==> config.mk <==
export PLATFORM = sky130hd
export DESIGN_NAME = code_gen
export DESIGN_NICKNAME = d
export VERILOG_FILES = /design/src/rtl/code_gen.sv
export SDC_FILE = /design/constraint.sdc
export NUM_CORES = 1
export LEC_CHECK = 0
export ABC_AREA = 1
export BUFFER_PORTS_ARGS = -buffer_cell sky130_fd_sc_hd__buf_2
export CAP_MARGIN = 20
export CORE_MARGIN = 5
export CORE_UTILIZATION = 61
export DETAILED_ROUTE_END_ITERATION = 12
export PLACE_DENSITY = 0.85
export SLEW_MARGIN = 20
export SYNTH_ARGS = -nofsm -noshare
export SYNTH_HDL_FRONTEND = slang
export SYNTH_SLANG_ARGS = --single-unit
==> constraint.sdc <==
create_clock -name Clk -period 5 [get_ports Clk]
set_clock_uncertainty 0.2 [all_clocks]
set_input_delay 1.25 -clock Clk [delete_from_list [all_inputs] [get_ports Clk]]
set_output_delay 1.25 -clock Clk [all_outputs]
set_load 0.005 [all_outputs]
==> src/rtl/code_gen.sv <==
// code_gen: emits the Slt/En symbol stream that makes the slot pulse counter reach (Count0, Count1)
module code_gen #(
    parameter int CNT_WIDTH = 8,
    parameter int SLT1_LEN  = 4,
    parameter int GAP       = 0
) (
    input  logic                 Clk,
    input  logic                 Reset,
    input  logic                 Start,
    input  logic [CNT_WIDTH-1:0] Count0,
    input  logic [CNT_WIDTH-1:0] Count1,
    output logic                 Ready,
    output logic                 Slt,
    output logic                 En,
    output logic                 Busy,
    output logic                 Done,
    output logic [CNT_WIDTH-1:0] Sent0,
    output logic [CNT_WIDTH-1:0] Sent1
);
    localparam int CYC_MAX = SLT1_LEN > GAP ? SLT1_LEN : GAP;
    localparam int CW = $clog2(CYC_MAX + 1);
    typedef enum logic [2:0] {IDLE, SEND0, SEND1, GAPW, FIN} state_t;
    state_t state;
    logic [CNT_WIDTH-1:0] c0, c1, s0n, s1n, n0, n1;
    logic [CW-1:0] cyc;
    logic sym1_end, adv, go0, go1;
    assign Ready = state == IDLE;
    assign Busy = state inside {SEND0, SEND1, GAPW};
    assign s0n = Sent0 + 1'b1;
    assign s1n = Sent1 + 1'b1;
    assign n0 = state == SEND0 ? s0n : Sent0;
    assign n1 = state == SEND1 ? s1n : Sent1;
    assign sym1_end = state == SEND1 && cyc == CW'(SLT1_LEN - 1);
    assign adv = state == SEND0 || sym1_end || (state == GAPW && cyc == CW'(GAP - 1));
    // Slt tracks which group is in flight, including through the gap that follows a symbol
    assign go0 = !Slt && n0 != c0;
    assign go1 = !go0 && n1 != c1;
    always_ff @(posedge Clk) begin
        if (Reset) begin
            state <= IDLE;
            Slt   <= 1'b0;
            En    <= 1'b0;
            Done  <= 1'b0;
            Sent0 <= '0;
            Sent1 <= '0;
            c0    <= '0;
            c1    <= '0;
            cyc   <= '0;
        end else begin
            case (state)
                IDLE: if (Start) begin
                    c0    <= Count0;
                    c1    <= Count1;
                    Sent0 <= '0;
                    Sent1 <= '0;
                    cyc   <= '0;
                    if (Count0 != '0) begin
                        state <= SEND0;
                        En    <= 1'b1;
                        Slt   <= 1'b0;
                    end else if (Count1 != '0) begin
                        state <= SEND1;
                        En    <= 1'b1;
                        Slt   <= 1'b1;
                    end else begin
                        state <= FIN;
                        Done  <= 1'b1;
                    end
                end
                SEND0, SEND1, GAPW: begin
                    cyc <= cyc + 1'b1;
                    if (state == SEND0) Sent0 <= s0n;
                    if (sym1_end) Sent1 <= s1n;
                    if (adv) begin
                        cyc <= '0;
                        if (state != GAPW && GAP > 0) begin
                            state <= GAPW;
                            En    <= 1'b0;
                        end else if (go0) begin
                            state <= SEND0;
                            En    <= 1'b1;
                            Slt   <= 1'b0;
                        end else if (go1) begin
                            state <= SEND1;
                            En    <= 1'b1;
                            Slt   <= 1'b1;
                        end else begin
                            state <= FIN;
                            En    <= 1'b0;
                            Done  <= 1'b1;
                        end
                    end
                end
                FIN: begin
                    Done  <= 1'b0;
                    state <= IDLE;
                end
                default: state <= IDLE;
            endcase
        end
    end
endmodule

After elaboration in Yosys (flattened, before gate mapping)
Index checks and enable logic that the tools add are counted.
- reductions and logical operators: 22
- equal/unequal tests: 17
- add/subtract/negate cells: 3
- mux-type cells: 36
- operators by type and width (kind ; count):
    2-to-1 mux 8 bit ; 4
    case mux 8 bit (2 select lines) ; 2
    2-to-1 mux 3 bit ; 8
    2-to-1 mux 1 bit ; 17
    adder 8 x 1 -> 8 bit, second input constant ; 2
    inequality test 8 bit ; 2
    nonzero test 8 bit ; 2
    inequality test 2 bit, second input constant ; 7
    case mux 3 bit (2 select lines) ; 2
    equality test 3 x 2 -> 1 bit, second input constant ; 3
    AND reduction 7 bit ; 1
    equality test 3 bit, second input constant ; 2
    AND reduction 2 bit ; 3
    nonzero test 3 bit ; 2
    AND reduction 5 bit ; 1
    logical AND 1 bit ; 4
    case mux 1 bit (2 select lines) ; 2
    AND reduction 4 bit ; 1
    adder 3 x 1 -> 3 bit, second input constant ; 1
    equality test 3 x 1 -> 1 bit, second input constant ; 1
    zero test 3 bit ; 1
    inequality test 3 x 1 -> 1 bit, second input constant ; 1
    inequality test 3 bit, second input constant ; 1
    case mux 1 bit (3 select lines) ; 1
    5 further kinds ; 7
- input port bits: 19
- output and inout port bits: 21
- register bits after elaboration: 41
- word-level logic and storage cells: 87

Longest topological paths before layout
Gate-level depths: netlist of run 1.
- depth after elaboration: 10
- gate-level depth with buffers: 16
- depth with buffers taken out: 16

Worst setup path before layout of run 1
Ideal clock, no wire load.
- kind: input port to flip-flop
- start: input port Count0[0]
- end: register En
- stages: 6
- setup slack: 2.543 ns
- required time: 4.668 ns
- arrival: 2.124 ns
- library setup time: 0.132 ns
- buffers on the path: 0
- cell sequence: nor4_1 -> nand2_1 -> nor3_1 -> nor2_1 -> nand2_1 -> a21oi_1
- longest elaborated chain between the ends: 4
- elaborated cells between the ends (all ways): 6
- those cells by class: 1 x eq/ne; 3 x mux; 2 x reduce/logical
- ends and longest elaborated chain (what ; line ; text):
    from (decl) ; 10 ; input logic [CNT_WIDTH-1:0] Count0,
    nonzero test 8 bit (*) ; 57 ; if (Count0 != '0) begin
    2-to-1 mux 1 bit ; 57 ;
    2-to-1 mux 1 bit ; 51 ; IDLE: if (Start) begin
    case mux 1 bit (2 select lines) ; 50 ; case (state)
    to (signal assigned) ; 59 ; En <= 1'b1;
    to (signal assigned) ; 63 ; En <= 1'b1;
    to (signal assigned) ; 78 ; En <= 1'b0;
    to (decl) ; 14 ; output logic En,
Every way passes the cells marked *; elsewhere a longest branch is shown, timed or not. The select of a mux whose other input is x is not followed.
A chain may end at the register's enable or synchronous reset.

Worst setup path in the final report of run 1
- start: register state[0]
- end: output port Busy
- longest elaborated chain between the ends: 2
- elaborated cells between the ends (all ways): 4
- those cells by class: 3 x eq/ne; 1 x reduce/logical
- ends and longest elaborated chain (what ; line ; text):
    from (decl) ; 23 ; state_t state;
    from (signal assigned) ; 40 ; state <= IDLE;
    from (signal assigned) ; 58 ; state <= SEND0;
    from (signal assigned) ; 62 ; state <= SEND1;
    equality test 3 x 1 -> 1 bit or equality test 3 x 2 -> 1 bit (tied branches) ; 28 ; assign Busy = state inside {SEND0, SEND1, GAPW};
    nonzero test 3 bit (*) ; 28 ;
    to (decl) ; 15 ; output logic Busy,
Every way passes the cells marked *; elsewhere a longest branch is shown, timed or not.

==> results of run 1 <==
==> stage by stage <==
step | instances | total power, W | worst slack (ns) | utilization | area, um2
3_5_place_dp | 461 | 0.001038 | 1.931 | 0.6766 | 2668
2_1_floorplan | 379 | 0.0008903 | 2.543 | - | 2437
5_1_grt | 469 | 0.001439 | 1.952 | 0.7071 | 2788
4_1_cts | 469 | 0.001326 | 2.173 | 0.7071 | 2788
3_3_place_gp | 461 | 0.001013 | 2.108 | 0.6766 | 2668
6_report | 469 | 0.001328 | 2.147 | 0.7071 | 2788
==> cell usage after synthesis, drive strengths merged <==
master / number
a211oi: 1
a21oi: 36
a311oi: 1
buf: 4
clkbuf: 4
clkinv: 2
dfxtp: 41
ha: 5
inv: 47
nand2: 108
nand3: 44
nand3b: 1
nand4: 6
nor2: 34
nor3: 3
nor4: 4
o211ai: 1
o21ai: 27
o21bai: 1
or2: 2
xnor2: 3
xor2: 4
==> worst max-delay path, delay by kind of cell (launching register included) <==
kind	cells	cell delay, ns
flip-flops	1	0.50
buffers and inverters	2	0.35
AND/OR/NAND/NOR	2	0.26
==> state kept, by name, summed over array words and instances (netlist names) <==
name	cells
Done	1
Sent0	8
cyc	3
En	1
Slt	1
state	3
c1	8
Sent1	8
c0	8
==> cell families after synthesis <==
| group | count (synthesis) | synth area share |
|---|---|---|
| AOI/OAI and AO/OA | 67 | 0.1468 |
| xor gates and xnor gates | 7 | 0.02515 |
| adders and majority gates | 5 | 0.02567 |
| buffers and inverters | 57 | 0.09189 |
| and+or+nand+nor | 202 | 0.3737 |
| DFF | 41 | 0.3368 |
==> final timing paths <==
path,from,to,slack [ns],cells after the start
hold reg to reg,Done$_SDFFE_PP0P_,Done$_SDFFE_PP0P_,0.25,2
hold / removal,Done$_SDFFE_PP0P_,Done$_SDFFE_PP0P_,0.25,2
setup reg to reg,state[0]$_SDFFE_PP0P_,c1[7]$_SDFFE_PP0P_,2.41,6
setup / recovery,state[0]$_SDFFE_PP0P_,Busy,2.15,4
==> final cells by class <==
class	count	area (um2)	share of cell area
clock buffers	6	82.58	0.02962
clock inverters	2	37.54	0.01347
inverters	49	188.9	0.06777
multi-input cells	281	1393	0.4996
flip-flops and latches	41	820.8	0.2944
well taps	50	62.56	0.02244
repair buffers	40	202.7	0.07271
==> where the power goes <==
| group | internal, W | switching [W] |
|---|---|---|
| Clock | 0.000162 | 0.000121 |
| Combinational | 0.000200 | 0.000390 |
| Sequential | 0.000394 | 0.0000600 |
==> per-layer routing <==
layer	wire length, um	GRT usage	vias up
li1	-	-	1313
met1	2721	0.3212	1207
met2	2999	0.4330	92
met3	429	0.04821	9
met4	100	0.06148	0
met5	0	0	-
==> impl_results.md, run 1 <==
- Initial antenna violation count: 0
- RSZ-0062 raised after global routing: false
- Post-synthesis cell type count: 32
- Sequential share of the synthesized area: 0.3368
- Iter 0 DRT Violations: between 150 and 200
- Critical-path top delay cell: dfxtp_1
- Vias in the first global route: 2,459
- Setup_tns: 0 ns
- Hold Buf Count CTS: 0
- Max VDD drop: 0.0003525 V
- Mapped Area: 2437 um2
- Yosys reg bits: 41
- Worst endpoint data arrival time: 1.40 ns
- Leak: 1.247 nW
- Vias: 2,621
- Worst-skew pair later-pin latency: approximately 0.29 ns
- DRC: 0
- Crit path launch type: flip-flop
- Detail Route Antenna Nets: 0
- Fill cells: 363
- Worst-path cell chain: nor2_1, nor2_1, buf_4, buf_2
- Max transition margin: 0.5840
- Core area: 3943 um2
- Global-route usage over all layers: 0.2514
- Worst path required time: 3.55 ns
- Area Growth Syn to Fin: 14.37%
- CP endpoint kind: output pin
- Buffers on Ports: 39
- First-pass GRT wire length: 10.76 mm
- Top cells by area, synth: dfxtp_1 (34%), nand2_1 (16%), nand3_1 (8.8%)
- Die Ht: around 73 um
- Number of vias per cell: 5.588
- Share of cells above drive strength 1: 0.1504
- Total wire length: between 6 and 7 mm
- Bufs on Longest Clock Path: 2
- Post-CTS Setup Bufs: 0
- Critical path class: reg -> out
- Die area: 5360 um2
- Hold_ws: 0.2503 ns
- Worst-Margin Slew: 0.6202 ns
- Setup Viol. Count Final: 0
- Outcome: completed
- Drt first pass iters: 5
- Final Hold Fails: 0
- Final net count: 442
- TritonCTS clock tree: built
- Number of diodes: 0
- Wire per inst: ~13 um
- Max Cap Violations: 0
- Syn Inst Count: 379
- Number of buffers created by CTS: 5
- F_max: 350.6 MHz
- Most common cell after layout, fill and taps aside: nand2_1
- Min-Delay Path Class: reg -> reg
- Crit path time final: about 2.9 ns
- Syn Area/Cell: between 6 and 7 um2
- CTS Sinks: between 40 and 50
- Largest area contributor in the netlist: dfxtp_1
- Most frequent cells in the layout: nand2_1 (106), inv_1 (44), nand3_1 (43)
- Post_cts resized: 0
- Post-DP HPWL: 4.694 mm
- Most frequent CP cell: nor2_1
- Period utilisation layout: 0.5705
- Slowest stage delay, CP: around 0.50 ns
- PwrDens: 476.3 nW/um2
- I/O pins: 40
- Clock root buffer: clkbuf_8
- Syn. warnings: 0
- Grt ovf: 0
- Clock slew at reported path FFs: roughly 0.08 ns
- Final RePlAce weighted congestion: 0.9305
- Post-Syn Nets: 403
- Post-synth top area share: 0.3368
- Max Slew Vio Count: 0
- Largest net degree at the start of global routing: 28
- Initial core utilization: 0.6182
- Die width: 73.21 um
- Row cnt: 23
- Critical path fanouts, max: 13
- H-tree depth: 2
No activity file was read; power rests on OpenSTA's default activity.
==> run 2: changes to the inputs <==
--- a/config.mk
+++ b/config.mk
@@ -5,13 +5,13 @@
 export SDC_FILE = /design/constraint.sdc
 export NUM_CORES = 1
 export LEC_CHECK = 0
-export ABC_AREA = 1
+export ABC_AREA = 0
 export BUFFER_PORTS_ARGS = -buffer_cell sky130_fd_sc_hd__buf_2
 export CAP_MARGIN = 20
 export CORE_MARGIN = 5
-export CORE_UTILIZATION = 61
+export CORE_UTILIZATION = 51
 export DETAILED_ROUTE_END_ITERATION = 12
-export PLACE_DENSITY = 0.85
+export PLACE_DENSITY = 0.76
 export SLEW_MARGIN = 20
 export SYNTH_ARGS = -nofsm -noshare
 export SYNTH_HDL_FRONTEND = slang
==> constraint.sdc (replaced) <==
create_clock -name Clk -period 2.55 [get_ports Clk]
set_clock_uncertainty 0.2 [all_clocks]
set_input_delay 0.6375 -clock Clk [delete_from_list [all_inputs] [get_ports Clk]]
set_output_delay 0.6375 -clock Clk [all_outputs]
set_load 0.005 [all_outputs]
==> run 2 against run 1 <==
- utilization shrank 9.1 points
- routed wire length shrank 1.4%
- combinational power increased by 110%
- design area is 3.0% higher
- sequential power increased by 87%
- die area grew 15%
- sequential share of layout area shrank 0.85 points
- global-route usage decreased by 4.2 points
==> impl_results.md, run 2 <==
- Outcome: completed
- Setup_tns: 0 ns (unchanged)
- Post-synthesis cell type count: 51 (+59%)
- Vias: 2,373 (-9.5%)
- Initial antenna violation count: 0 (unchanged)
- Period utilisation layout: 0.9643
- Max Cap Violations: 0 (unchanged)
- Leak: 1.207 nW (-3.2%)
- Slowest stage delay, CP: 0.39 ns (-0.11 ns)
- Placed Cells incl. Taps: 404 (-12%)
- Largest area contributor in the netlist: dfxtp_1
- Top cells by area, synth: dfxtp_1 (34%), nand2_1 (8.3%), a21oi_1 (6.0%)
- H-tree depth: 2 (unchanged)
- Reg2reg start: Sent1[2]$_SDFFE_PP0P_
- Post-CTS Setup Bufs: 0 (unchanged)
- Crit path launch: state[0]$_SDFFE_PP0P_
- Mapped Area: 2405 um2 (-1.3%)
- Post-synth top area share: 0.3413 (+0.004555)
- Prevailing post-synth register cell: dfxtp_1
- Core area: 4661 um2 (+18%)
- Hold path cells: 2 (unchanged)
- TritonCTS clock tree: built
- Global-route usage over all layers: 0.2094 (-0.04203)
- Row cnt: 25 (+8.7%)
- Detail Route Antenna Nets: 0 (unchanged)
- Wire per inst: 14.96 um (+12%)
- Hold Startpoint: c0[7]$_SDFFE_PP0P_
- Async SR Flop Fraction: 0 (unchanged)
- Delay-heaviest family, CP: buffers and inverters
- Critical path fanouts, max: 10 (-3)
- Syn Area/Cell: 7.808 um2 (+21%)
- First-pass GRT wire length: 10.40 mm (-3.4%)
- Max transition margin: 0.6569 (+0.07290)
- Drt first pass iters: 5 (unchanged)
- Crit path time final: approximately 2.5 ns
- Worst-Margin Slew: 0.5108 ns (-0.1094 ns)
- Worst-skew pair later-pin latency: 0.30 ns (about the same)
- Most frequent cells in the layout: nand2_1 (53), dfxtp_1 (41), buf_2 (39)
- Critical-path top delay cell: dfxtp_1
- Crit. path cell count: 5 (+1)
- Initial core utilization: 0.5160 (-0.1022)
- F_max: 406.7 MHz
- I/O pins: 40 (unchanged)
- Crit path launch type: flip-flop
- Final RePlAce weighted congestion: 0.9200 (-1.1%)
- Final net count: 381 (-14%)
- Clock root buffer: clkbuf_8
- Post_cts resized: 0 (unchanged)
- Die Ht: 78.67 um (+7.5%)
- Min-Delay Path Class: reg -> reg
- Number of diodes: 0 (unchanged)
- Most numerous cell in the Yosys netlist: nand2_1
- R2r worst-path depth: 8 (+2)
- Max VDD drop: 0.0006100 V (+73%)
- Bufs on Longest Clock Path: 2 (unchanged)
- Layout Cells excl Fill: 412 (-12%)
- Total wire length: 6.164 mm (-1.4%)
- Final Hold Fails: 0 (unchanged)
- CP endpoint kind: output pin
- CTS Sinks: 41 (unchanged)
- Buf/Inv on CP: 3 (+1)
- Number of vias per cell: 5.760 (+3.1%)
- Yosys reg bits: 41 (unchanged)
- Setup Viol. Count Final: 0 (unchanged)
- Synth cell count leaders: nand2_1 (53), dfxtp_1 (41), nor2_1 (33), a21oi_1 (29), o21ai_0 (14)
- Post-Syn Nets: 332 (-18%)
- Syn. warnings: 0 (unchanged)
- Number of buffers created by CTS: 5 (unchanged)
- Most common cell after layout, fill and taps aside: nand2_1
- Max Slew Vio Count: 0 (unchanged)
- Area Growth Syn to Fin: 19.35%
- Buffers on Ports: 39 (unchanged)
- Syn Inst Count: 308 (-19%)
- Share of cells above drive strength 1: 0.2291 (+0.07869)
- Post-DP HPWL: 4.521 mm (-3.7%)
- Clock slew at reported path FFs: 0.08 ns (about the same)
- Worst-path cell chain: buf_4, nor2_1, or2_2, inv_2, buf_2
- DRC: 0 (unchanged)
- Vias in the first global route: 2,190 (-11%)
- Iter 0 DRT Violations: 208 (+15%)
- PwrDens: 921.0 nW/um2 (+93%)
- Die width: 78.67 um (+7.5%)
- Largest net degree at the start of global routing: 19 (-32%)
- Die area: 6189 um2 (+15%)
- RSZ-0062 raised after global routing: false
- Worst endpoint data arrival time: 1.62 ns (+0.22 ns)
- Critical path class: reg -> out
- Grt ovf: 0 (unchanged)
- Worst path required time: 1.71 ns (-1.84 ns)
- Hold Buf Count CTS: 0 (unchanged)
- Sequential share of the synthesized area: 0.3413 (+0.004555)
- Number of synthesized flops with an enable pin: 0 (unchanged)
[run 2: changes by cell type after synthesis, moves of 6 or more]
cell / before / now
o21ai_0: 23 / 14
a31oi_1: 0 / 6
inv_1: 44 / 7
nand2_1: 106 / 53
xor2_1: 4 / 10
xnor2_1: 3 / 12
a21oi_1: 35 / 29
nand3_1: 43 / 8
clkbuf_1: 4 / 11
[run 2: final cells by class]
| cell class | count | area, um2 |
|---|---|---|
| clock buffer | 7 | 86.33 |
| multi-input combinational | 243 | 1494 |
| clock inverter | 1 | 30.03 |
| fill | 410 | 1790 |
| tap | 54 | 67.56 |
| sequential | 41 | 820.8 |
| inverter | 7 | 26.28 |
| timing repair buffer | 59 | 345.3 |
[run 2: kinds of logic (layout without fill, tap and decap cells)]
kind of cell,Yosys count,in the layout,share of synthesized area
buffers and inverters,24,74,0.04266
XOR/XNOR,22,22,0.08012
AO/OA/AOI/OAI,74,74,0.1863
flip-flops,41,41,0.3413
AND/OR/NAND/NOR,135,135,0.2934
adder cells (fa/ha/maj),5,5,0.02601
multiplexers,7,7,0.03018
[run 2: worst paths after layout]
path,to,slack [ns]
worst max-delay path,Busy,0.09
worst min-delay path,c0[7]$_SDFFE_PP0P_,0.27
worst max register to register,En$_SDFFE_PP0P_,0.13
worst min register to register,c0[7]$_SDFFE_PP0P_,0.27
[run 2: per-stage QoR]
stage	hold WS [ns]	area, um2	utilization	power (W)	worst slack, ns
after detailed placement	0.2612	2741	0.5882	0.002064	0.1818
after CTS	0.2721	2858	0.6132	0.002627	0.02008
after global placement	0.2569	2741	0.5882	0.002043	0.2305
after floorplan	0.2478	2405	-	0.001692	0.01712
after global routing	0.2895	2870	0.6158	0.002822	0.0005367
final	0.2702	2870	0.6158	0.002643	0.09112
[run 2: where the power goes]
part           total, W  internal [W]  leakage, nW  switching [W]
logic           0.00124      0.000516        0.814       0.000720
clock network  0.000558      0.000320       0.0585       0.000238
registers      0.000849      0.000752        0.334      0.0000978
[run 2: worst min-delay path: stages, from the launching register on]
cell and delay [ns]:
dfxtp_1 0.32, nand2_1 0.05, a21oi_1 0.05
[run 2: routing by layer]
| metal | track usage | vias to the layer above | part of all wire |
|---|---|---|---|
| li1 | - | 1188 | - |
| met1 | 0.2793 | 1103 | 0.47 |
| met2 | 0.3430 | 74 | 0.47 |
| met3 | 0.04358 | 8 | 0.054 |
| met4 | 0.05420 | 0 | 0.0067 |
| met5 | 0 | - | 0 |
==> run 3: changes to the inputs <==
--- a/config.mk
+++ b/config.mk
@@ -9,9 +9,9 @@
 export BUFFER_PORTS_ARGS = -buffer_cell sky130_fd_sc_hd__buf_2
 export CAP_MARGIN = 20
 export CORE_MARGIN = 5
-export CORE_UTILIZATION = 51
+export CORE_UTILIZATION = 50
 export DETAILED_ROUTE_END_ITERATION = 12
-export PLACE_DENSITY = 0.76
+export PLACE_DENSITY = 0.75
 export SLEW_MARGIN = 20
 export SYNTH_ARGS = -nofsm -noshare
 export SYNTH_HDL_FRONTEND = slang
==> run 3 against run 2 <==
- worst hold slack barely moved
- combinational power barely moved
- clock-buffer cell count fell by 1
- via count fell by 0.29%
- critical path depth did not move
- critical endpoint unchanged
- clock power fell by 20%
- flip-flop and latch count did not move
- worst setup slack improved by 0.023 ns
- sequential power barely moved
- utilization fell by 1.1 points
==> impl_results.md, run 3 (synthesis results as in run 2) <==
- Hold path cells: 2 (unchanged)
- Clock slew at reported path FFs: 0.08 ns (about the same)
- R2r worst-path depth: 8 (unchanged)
- Worst-skew pair later-pin latency: 0.30 ns (about the same)
- Largest net degree at the start of global routing: 19 (unchanged)
- I/O pins: 40 (unchanged)
- Critical path class: reg -> out
- Die Ht: 79.35 um (+0.86%)
- Detail Route Antenna Nets: 0 (unchanged)
- Total wire length: 6.306 mm (+2.3%)
- CTS Sinks: 41 (unchanged)
- Area of the multi-input gates: 1498 um2 (+0.25%)
- DP Area: 2734 um2 (-0.27%)
- CP endpoint kind: output pin
- Bufs on Longest Clock Path: 2 (unchanged)
- Setup Viol. Count Final: 0 (unchanged)
- Crit path launch type: flip-flop
- Most frequent cells in the layout: nand2_1 (53), dfxtp_1 (41), buf_2 (39)
- Most common cell after layout, fill and taps aside: nand2_1
- FF-to-FF End: Slt$_SDFFE_PP0P_
- Grt ovf: 0 (unchanged)
- Wire per inst: 15.38 um (+2.8%)
- DRC: 0 (unchanged)
- Max Slew Vio Count: 0 (unchanged)
- Critical path fanouts, max: 10 (unchanged)
- Max Cap Violations: 0 (unchanged)
- Hold Startpoint: c0[7]$_SDFFE_PP0P_
- PwrDens: 885.7 nW/um2 (-3.8%)
- Slowest stage delay, CP: 0.38 ns (about the same)
- Crit path time final: 2.436 ns (-0.02320 ns)
- Share of cells above drive strength 1: 0.2303 (+0.001287)
- Buf/Inv on CP: 3 (unchanged)
- Number of buffers created by CTS: 5 (unchanged)
- Vias in the first global route: 2,134 (-2.6%)
- Worst-path cell chain: buf_4, nor2_1, or2_2, inv_2, buf_2
- Leak: 1.183 nW (-2.0%)
- Number of vias per cell: 5.771 (+0.19%)
- Delay-heaviest family, CP: buffers and inverters
- Min-Delay Path Class: reg -> reg
- Initial antenna violation count: 0 (unchanged)
- Clock root buffer: clkbuf_8
- Setup_tns: 0 ns (unchanged)
- Drt first pass iters: 6 (+1)
- Vias: 2,366 (-0.29%)
- Period utilisation layout: 0.9552 (-0.009097)
- Buffers on Ports: 39 (unchanged)
- Initial core utilization: 0.5125 (-0.003440)
- Critical-path top delay cell: dfxtp_1
- Reg2reg start: cyc[0]$_SDFFE_PP0P_
- Max transition margin: 0.6601 (+0.003260)
- Outcome: completed
- Area Growth Syn to Fin: 18.11%
- Worst endpoint data arrival time: 1.60 ns (-0.02 ns)
- Design Area, Final: 2840 um2 (-1.0%)
- Register area: 820.8 um2 (unchanged)
- Max VDD drop: 0.0005607 V (-8.1%)
- R2R Setup Slk: 0.15 ns (+0.02 ns)
- First-pass GRT wire length: 10.36 mm (-0.40%)
- Final Hold Fails: 0 (unchanged)
- Die area: 6296 um2 (+1.7%)
- Post-DP HPWL: 4.703 mm (+4.0%)
- Final RePlAce weighted congestion: 0.9390 (+2.1%)
- Worst-Margin Slew: 0.5059 ns (-0.004853 ns)
- Row cnt: 25 (unchanged)
- Number of diodes: 0 (unchanged)
- Iter 0 DRT Violations: 204 (-1.9%)
- Hold Path Sink: c0[7]$_SDFFE_PP0P_
- Hold Buf Count CTS: 0 (unchanged)
- Core area: 4692 um2 (+0.67%)
- F_max: 410.6 MHz (+0.95%)
- Worst path required time: 1.71 ns (about the same)
- Final net count: 380 (-0.26%)
- Fill cells: 433 (+5.6%)
- Global-route usage over all layers: 0.2094 (about the same)
- H-tree depth: 2 (unchanged)
- TritonCTS clock tree: built
- Die width: 79.35 um (+0.86%)
## run 3: worst max path at each step
stage | from | to | slack, ns | depth (start not counted)
CTS | state[0]$_SDFFE_PP0P_ | Busy | 0.02 | 5
floorplan | state[1]$_SDFFE_PP0P_ | Slt$_SDFFE_PP0P_ | 0.02 | 8
finish | state[0]$_SDFFE_PP0P_ | Busy | 0.11 | 5
global placement | cyc[0]$_SDFFE_PP0P_ | Slt$_SDFFE_PP0P_ | 0.20 | 8
global route | Sent1[0]$_SDFFE_PP0P_ | Done$_SDFFE_PP0P_ | -0.006 | 9
detailed placement | Sent1[0]$_SDFFE_PP0P_ | Done$_SDFFE_PP0P_ | 0.16 | 9
## run 3: area by class of cell
class	instances	area share
multi-input combinational	243	0.5273
sequential	41	0.2890
timing repair buffer	58	0.1189
clock buffer	6	0.02907
tap	54	0.02379
inverter	7	0.009251
clock inverter	1	0.002643
## run 3: worst reg2reg max path, cell delays in order, from the launching register on
cell	delay [ns]
dfxtp_1	0.33
ha_1	0.22
ha_1	0.27
mux2_2	0.30
nor3b_2	0.36
a211oi_1	0.14
o21ai_0	0.25
a31oi_1	0.06
and3_1	0.17
## run 3: what timing repair did
action	CTS	global route
gates resized for setup	0	4
endpoints found under the setup margin	0	5
buffers inserted	0	0
## run 3: stage by stage
stage / total power [W] / hold slack (ns) / std cells / util / setup WS [ns]
floorplan: 0.001692 / 0.2478 / 308 / - / 0.01712
global placement: 0.002029 / 0.2560 / 403 / 0.5827 / 0.1960
detailed placement: 0.002057 / 0.2591 / 403 / 0.5827 / 0.1595
CTS: 0.002503 / 0.2707 / 410 / 0.6019 / 0.02146
global route: 0.002692 / 0.2861 / 410 / 0.6053 / -0.005562
finish: 0.002515 / 0.2699 / 410 / 0.6053 / 0.1143
## run 3: per-layer routing
layer  global-route usage  share of wire  wire length (um)
met1               0.2920           0.47              2973
met2               0.3173           0.44              2801
met3              0.04535          0.071               446
met4              0.07388          0.013                85
met5                    0              0                 0
## run 3: power by group
part	total [W]	leakage (nW)	switching (W)	internal (W)
clock	0.000447	0.0433	0.000232	0.000214
combinational	0.00122	0.805	0.000711	0.000507
sequential	0.000850	0.334	0.0000983	0.000752
total	0.00252	1.18	0.00104	0.00147
